===== src/rtl/spi_apb_cmd_master.sv =====
// spi_apb_cmd_master: request/response to APB SETUP/ACCESS initiator for the SPI master register file.
// Optional ACCESS wait-state abort enabled by defining APB_TIMEOUT_EN.
module spi_apb_cmd_master #(
  parameter int APB_ADDR_WIDTH = 12,
  parameter int TIMEOUT_CYCLES = 256
) (
  input  logic                      HCLK,
  input  logic                      HRESETn,
  input  logic                      req_valid,
  output logic                      req_ready,
  input  logic [APB_ADDR_WIDTH-1:0] req_addr,
  input  logic                      req_write,
  input  logic [31:0]               req_wdata,
  output logic                      rsp_valid,
  input  logic                      rsp_ready,
  output logic [31:0]               rsp_rdata,
  output logic                      rsp_err,
  output logic                      busy,
  output logic [APB_ADDR_WIDTH-1:0] PADDR,
  output logic [31:0]               PWDATA,
  output logic                      PWRITE,
  output logic                      PSEL,
  output logic                      PENABLE,
  input  logic [31:0]               PRDATA,
  input  logic                      PREADY,
  input  logic                      PSLVERR
);
  localparam int AW = APB_ADDR_WIDTH;
  typedef enum logic [1:0] {IDLE, SETUP, ACCESS, RESP} state_t;
  state_t state_q, state_d;
  logic [AW-1:0] paddr_q, paddr_d;
  logic [31:0] pwdata_q, pwdata_d, rsp_rdata_q, rsp_rdata_d;
  logic pwrite_q, pwrite_d, psel_q, psel_d, penable_q, penable_d;
  logic rsp_valid_q, rsp_valid_d, rsp_err_q, rsp_err_d;
  logic timeout;
  logic unused_ok;
  assign unused_ok = TIMEOUT_CYCLES > 0;
`ifdef APB_TIMEOUT_EN
  localparam int CW = $clog2(TIMEOUT_CYCLES) + 1;
  logic [CW-1:0] cnt_q, cnt_d;
  // cnt_q equals the number of completed ACCESS cycles without PREADY
  assign timeout = cnt_q == CW'(TIMEOUT_CYCLES - 1);
  always_comb cnt_d = state_q == SETUP ? '0 : (state_q == ACCESS && !PREADY) ? cnt_q + 1'b1 : cnt_q;
  always_ff @(posedge HCLK or negedge HRESETn)
    if (!HRESETn) cnt_q <= '0;
    else cnt_q <= cnt_d;
`else
  assign timeout = 1'b0;
`endif
  always_comb begin
    state_d     = state_q;
    paddr_d     = paddr_q;
    pwdata_d    = pwdata_q;
    pwrite_d    = pwrite_q;
    psel_d      = psel_q;
    penable_d   = penable_q;
    rsp_valid_d = rsp_valid_q;
    rsp_rdata_d = rsp_rdata_q;
    rsp_err_d   = rsp_err_q;
    case (state_q)
      IDLE: if (req_valid) begin
        paddr_d   = req_addr & ~AW'(3);
        pwdata_d  = req_wdata;
        pwrite_d  = req_write;
        psel_d    = 1'b1;
        penable_d = 1'b0;
        state_d   = SETUP;
      end
      SETUP: begin
        penable_d = 1'b1;
        state_d   = ACCESS;
      end
      ACCESS: if (PREADY || timeout) begin
        rsp_rdata_d = (pwrite_q || !PREADY) ? '0 : PRDATA;
        rsp_err_d   = PREADY ? PSLVERR : 1'b1;
        psel_d      = 1'b0;
        penable_d   = 1'b0;
        rsp_valid_d = 1'b1;
        state_d     = RESP;
      end
      RESP: if (rsp_ready) begin
        rsp_valid_d = 1'b0;
        state_d     = IDLE;
      end
      default: state_d = IDLE;
    endcase
  end
  always_ff @(posedge HCLK or negedge HRESETn)
    if (!HRESETn) begin
      state_q     <= IDLE;
      paddr_q     <= '0;
      pwdata_q    <= '0;
      pwrite_q    <= 1'b0;
      psel_q      <= 1'b0;
      penable_q   <= 1'b0;
      rsp_valid_q <= 1'b0;
      rsp_rdata_q <= '0;
      rsp_err_q   <= 1'b0;
    end else begin
      state_q     <= state_d;
      paddr_q     <= paddr_d;
      pwdata_q    <= pwdata_d;
      pwrite_q    <= pwrite_d;
      psel_q      <= psel_d;
      penable_q   <= penable_d;
      rsp_valid_q <= rsp_valid_d;
      rsp_rdata_q <= rsp_rdata_d;
      rsp_err_q   <= rsp_err_d;
    end
  assign req_ready = state_q == IDLE;
  assign busy      = state_q != IDLE;
  assign PADDR     = paddr_q;
  assign PWDATA    = pwdata_q;
  assign PWRITE    = pwrite_q;
  assign PSEL      = psel_q;
  assign PENABLE   = penable_q;
  assign rsp_valid = rsp_valid_q;
  assign rsp_rdata = rsp_rdata_q;
  assign rsp_err   = rsp_err_q;
endmodule


===== config.mk =====
export PLATFORM = sky130hd
export DESIGN_NAME = spi_apb_cmd_master
export DESIGN_NICKNAME = d
export VERILOG_FILES = /design/src/rtl/spi_apb_cmd_master.sv
export SDC_FILE = /design/constraint.sdc
export NUM_CORES = 1
export LEC_CHECK = 0
export CAP_MARGIN = 20
export CORE_ASPECT_RATIO = 1.5
export CORE_MARGIN = 2
export CORE_UTILIZATION = 37
export CTS_CLUSTER_SIZE = 14
export DETAILED_ROUTE_END_ITERATION = 10
export GPL_TIMING_DRIVEN = 0
export PLACE_DENSITY = 0.84
export SLEW_MARGIN = 20
export SYNTH_ARGS = -nofsm -noshare
export SYNTH_HDL_FRONTEND = slang
export SYNTH_SLANG_ARGS = --single-unit
export TNS_END_PERCENT = 50

===== constraint.sdc =====
create_clock -name HCLK -period 1.4 [get_ports HCLK]
set_input_delay 0.28 -clock HCLK [delete_from_list [all_inputs] [get_ports HCLK]]
set_output_delay 0.28 -clock HCLK [all_outputs]
set_load 0.05 [all_outputs]

==> impl_metrics.tcl <==
set metrics [dict create \
    grt_pass1_vias 2769 \
    portBuffers 161 \
    setup_viol 45 \
    finalHoldViolCount 0 \
    reg2reg_depth 4 \
    path_class "register to output pin" \
    numCtsBuffers 9 \
    area_growth_pct 67.7 \
    grt.overflow.total 0 \
    r2r-end "state_q[1]" \
    finClkSkew_ns 0.00485 \
    netlist_instances 264 \
    busiest_layer "met2" \
    max_freq_mhz 653 \
    cts_buffer_depth 2 \
    start_kind "register" \
    clk_latency_ns 0.33 \
    grt_pass1_wl_mm 14.3 \
    yosys-top-cells-area "dfrtp_1, mux2_4, nand2b_1" \
    cp-end-kind "output pin" \
    met2_usage 0.308 \
    coreArea_um2 9200 \
    avgSynthCellArea_um2 13.2 \
    max-cap-violations 0 \
    drv_slew 0 \
    startpoint "state_q[0]" \
    yosys.cell_types.count 21 \
    dpl.hpwl_mm 6.60 \
    synthAdderAreaFrac 0.0179 \
    synth_top_family_by_area "multiplexers" \
    cp_max_fo 5 \
    slowest_stage "dfrtp_1" \
    yosysSeqAreaShare 0.580 \
    async_flop_share 1.00 \
    ctsHtreeMaxLevel 3 \
    p_leak_uw 0.00268 \
    peakVddDrop_mv 1.49 \
    stdcell_area_um2 5860 \
    synth_top_area_frac 0.580 \
    finalPower_uw 16400 \
    post-route-drc-count 0 \
    fillCellCount 701 \
    worstReg2RegStart "state_q[1]" \
    power_density_nw_per_um2 2810 \
    ios 166 \
    yosysMostFrequentCell "dfrtp_1" \
    dieHeight_um 123 \
    synth-compound-area-share 0.0573 \
    drt-total-wl_mm 9.05 \
    grt_antenna_before_repair 0 \
    cp_slowest_stage_delay_ns 0.39 \
    drtIter0Drc 41 \
    reg2reg_slack_ns -0.07 \
    cts_root_buf "clkbuf_16" \
    die_area_um2 10300 \
    grt_util_met3 0.0454 \
    synth_largest_area_cell "dfrtp_1" \
    ys_ff_latch 81 \
    drive_gt1_frac 0.392 \
    die_x_um 83.3 \
    crit_required_ns 1.12 \
    clock-sinks 81 \
    synthSimpleGateAreaFrac 0.107 \
    wl_per_cell_um 16.1 \
    grt_max_degree 52 \
    status "finished, violations left" \
    yosysWarnings 0 \
    layout_setup_ws_ns -0.131 \
    violations "negative setup slack" \
    start_util 0.380 \
    gp_congestion 0.794 \
    synthesis.area_um2 3490 \
    arrival_ns 1.25 \
    rows 43 \
    antennaDiodeCount 0 \
    synth_top_flop_cell "dfrtp_1" \
    synth_xor_area_frac 0 \
    grt_usage 0.178 \
    met1_usage 0.204 \
    synth_mux_area_frac 0.199 \
    min_path_type "input pin to asynchronous set/reset pin" \
    ant_nets 0 \
    timing.final.crit_share 1.09 \
    nNetsFinal 534 \
    clkTransAtPathRegs_ns 0.06 \
    grt_setup_unrepaired "true" \
    placed_area_um2 5290 \
    via_count 2639 \
    synth_top_cells_by_count "dfrtp_1, mux2_4, o21ai_0" \
    tritoncts "built" \
    layout_min_cycle_time_ns 1.53 \
    synth_edf_count 0 \
    vias_per_cell 4.69 \
    critPathCapture "busy" \
    dr.pass1.iters 4 \
    cp_cell_sequence "inv_2 > ha_4 > inv_4 > buf_8" \
]
==> sequential cells by signal, indices dropped and copies added (netlist names) <==
signal	count
PADDR	10
state_q	2
PSEL	1
rsp_valid	1
PWDATA	32
rsp_rdata	32
PENABLE	1
PWRITE	1
rsp_err	1
==> layout by cell type (no fill, tap or decap) <==
master / netlist / routed
dfrtp_1: 81 / 80
clkdlybuf4s50_1: 0 / 79
clkdlybuf4s15_2: 0 / 76
mux2_4: 42 / 42
o21ai_0: 35 / 34
nand2_1: 34 / 33
nand2b_1: 32 / 32
buf_4: 2 / 10
clkbuf_16: 0 / 9
buf_6: 5 / 8
clkbuf_1: 5 / 4
mux2_2: 4 / 4
buf_8: 0 / 3
ha_4: 0 / 3
bufinv_16: 0 / 3
buf_2: 4 / 3
inv_2: 0 / 2
nand2_4: 1 / 2
clkbuf_2: 0 / 2
inv_1: 5 / 2
nor2b_4: 1 / 2
mux2i_1: 2 / 2
ha_1: 5 / 2
conb_1: 1 / 2
inv_4: 0 / 1
o21ai_1: 0 / 1
nor2_1: 1 / 1
a211oi_4: 1 / 1
nor3_2: 1 / 1
a21oi_1: 1 / 1
clkbuf_8: 0 / 1
clkinvlp_4: 0 / 1
clkinv_2: 0 / 1
dlygate4sd3_1: 0 / 1
buf_16: 0 / 1
dfrtp_2: 0 / 1
==> where the power goes <==
group          leakage [uW]  switching (uW)  internal, uW  total [uW]
clock network      0.000166             908          1790        2700
logic               0.00154            5910          3690        9600
registers          0.000981             663          3490        4150
==> logic make-up (layout without fill, tap and decap cells) <==
group	count (synthesis)	in the layout
fa+ha+maj	5	5
simple gates	71	71
other cells	1	2
flops	81	81
buf+inv	21	207
mux	48	48
compound gates	37	37
==> cell type report <==
| class | instances | area [um2] | area share |
|---|---|---|---|
| sequential | 81 | 2030 | 0.346 |
| timing repair buffer | 170 | 1790 | 0.305 |
| multi-input combinational | 163 | 1390 | 0.238 |
| clock buffer | 11 | 243 | 0.0414 |
| buffer | 16 | 141 | 0.0241 |
| tap | 112 | 140 | 0.0239 |
| clock inverter | 5 | 103 | 0.0175 |
| inverter | 5 | 21.3 | 0.00363 |
==> worst min path at each step <==
stage | slack, ns | depth (start not counted) | endpoint
after floorplan | -0.02 | 0 | PADDR[10]
after global placement | 0.46 | 2 | rsp_rdata[14]
after detailed placement | 0.25 | 1 | rsp_rdata[10]
after CTS | 0.44 | 2 | rsp_rdata[10]
after global routing | 0.47 | 2 | rsp_rdata[6]
final | 0.43 | 2 | rsp_rdata[10]
==> repair_timing <==
item,CTS,global route
hold buffers,1,0
pin swaps,2,1
setup buffers,3,3
endpoints found under the setup margin,158,81
hold endpoints to repair,30,0
gates resized for setup,259,25
gates cloned,0,1
==> critical path: cells and delay by family (launching register included) <==
family / cells / cell delay [ns]
DFF: 1 / 0.39
buffers and inverters: 3 / 0.32
adders and majority gates: 1 / 0.22
==> metrics by stage <==
step                setup TNS, ns  cells  setup WS, ns  utilization  hold slack (ns)
finish                      -2.65    563        -0.131        0.637            0.431
global route                -4.60    563        -0.171        0.637            0.473
CTS                         -3.46    559        -0.112        0.628            0.440
detailed placement         -22.49    539        -0.424        0.575            0.245
global placement          -239.57    538         -2.70        0.573            0.463
floorplan                   -1.95    265        -0.120            -          -0.0156
==> per-layer routing <==
metal	wire length, um	up-vias
li1	-	1237
met1	3360	1285
met2	4890	93
met3	498	24
met4	305	0
met5	0	-
Note: power is estimated with default switching activity, not from simulation.
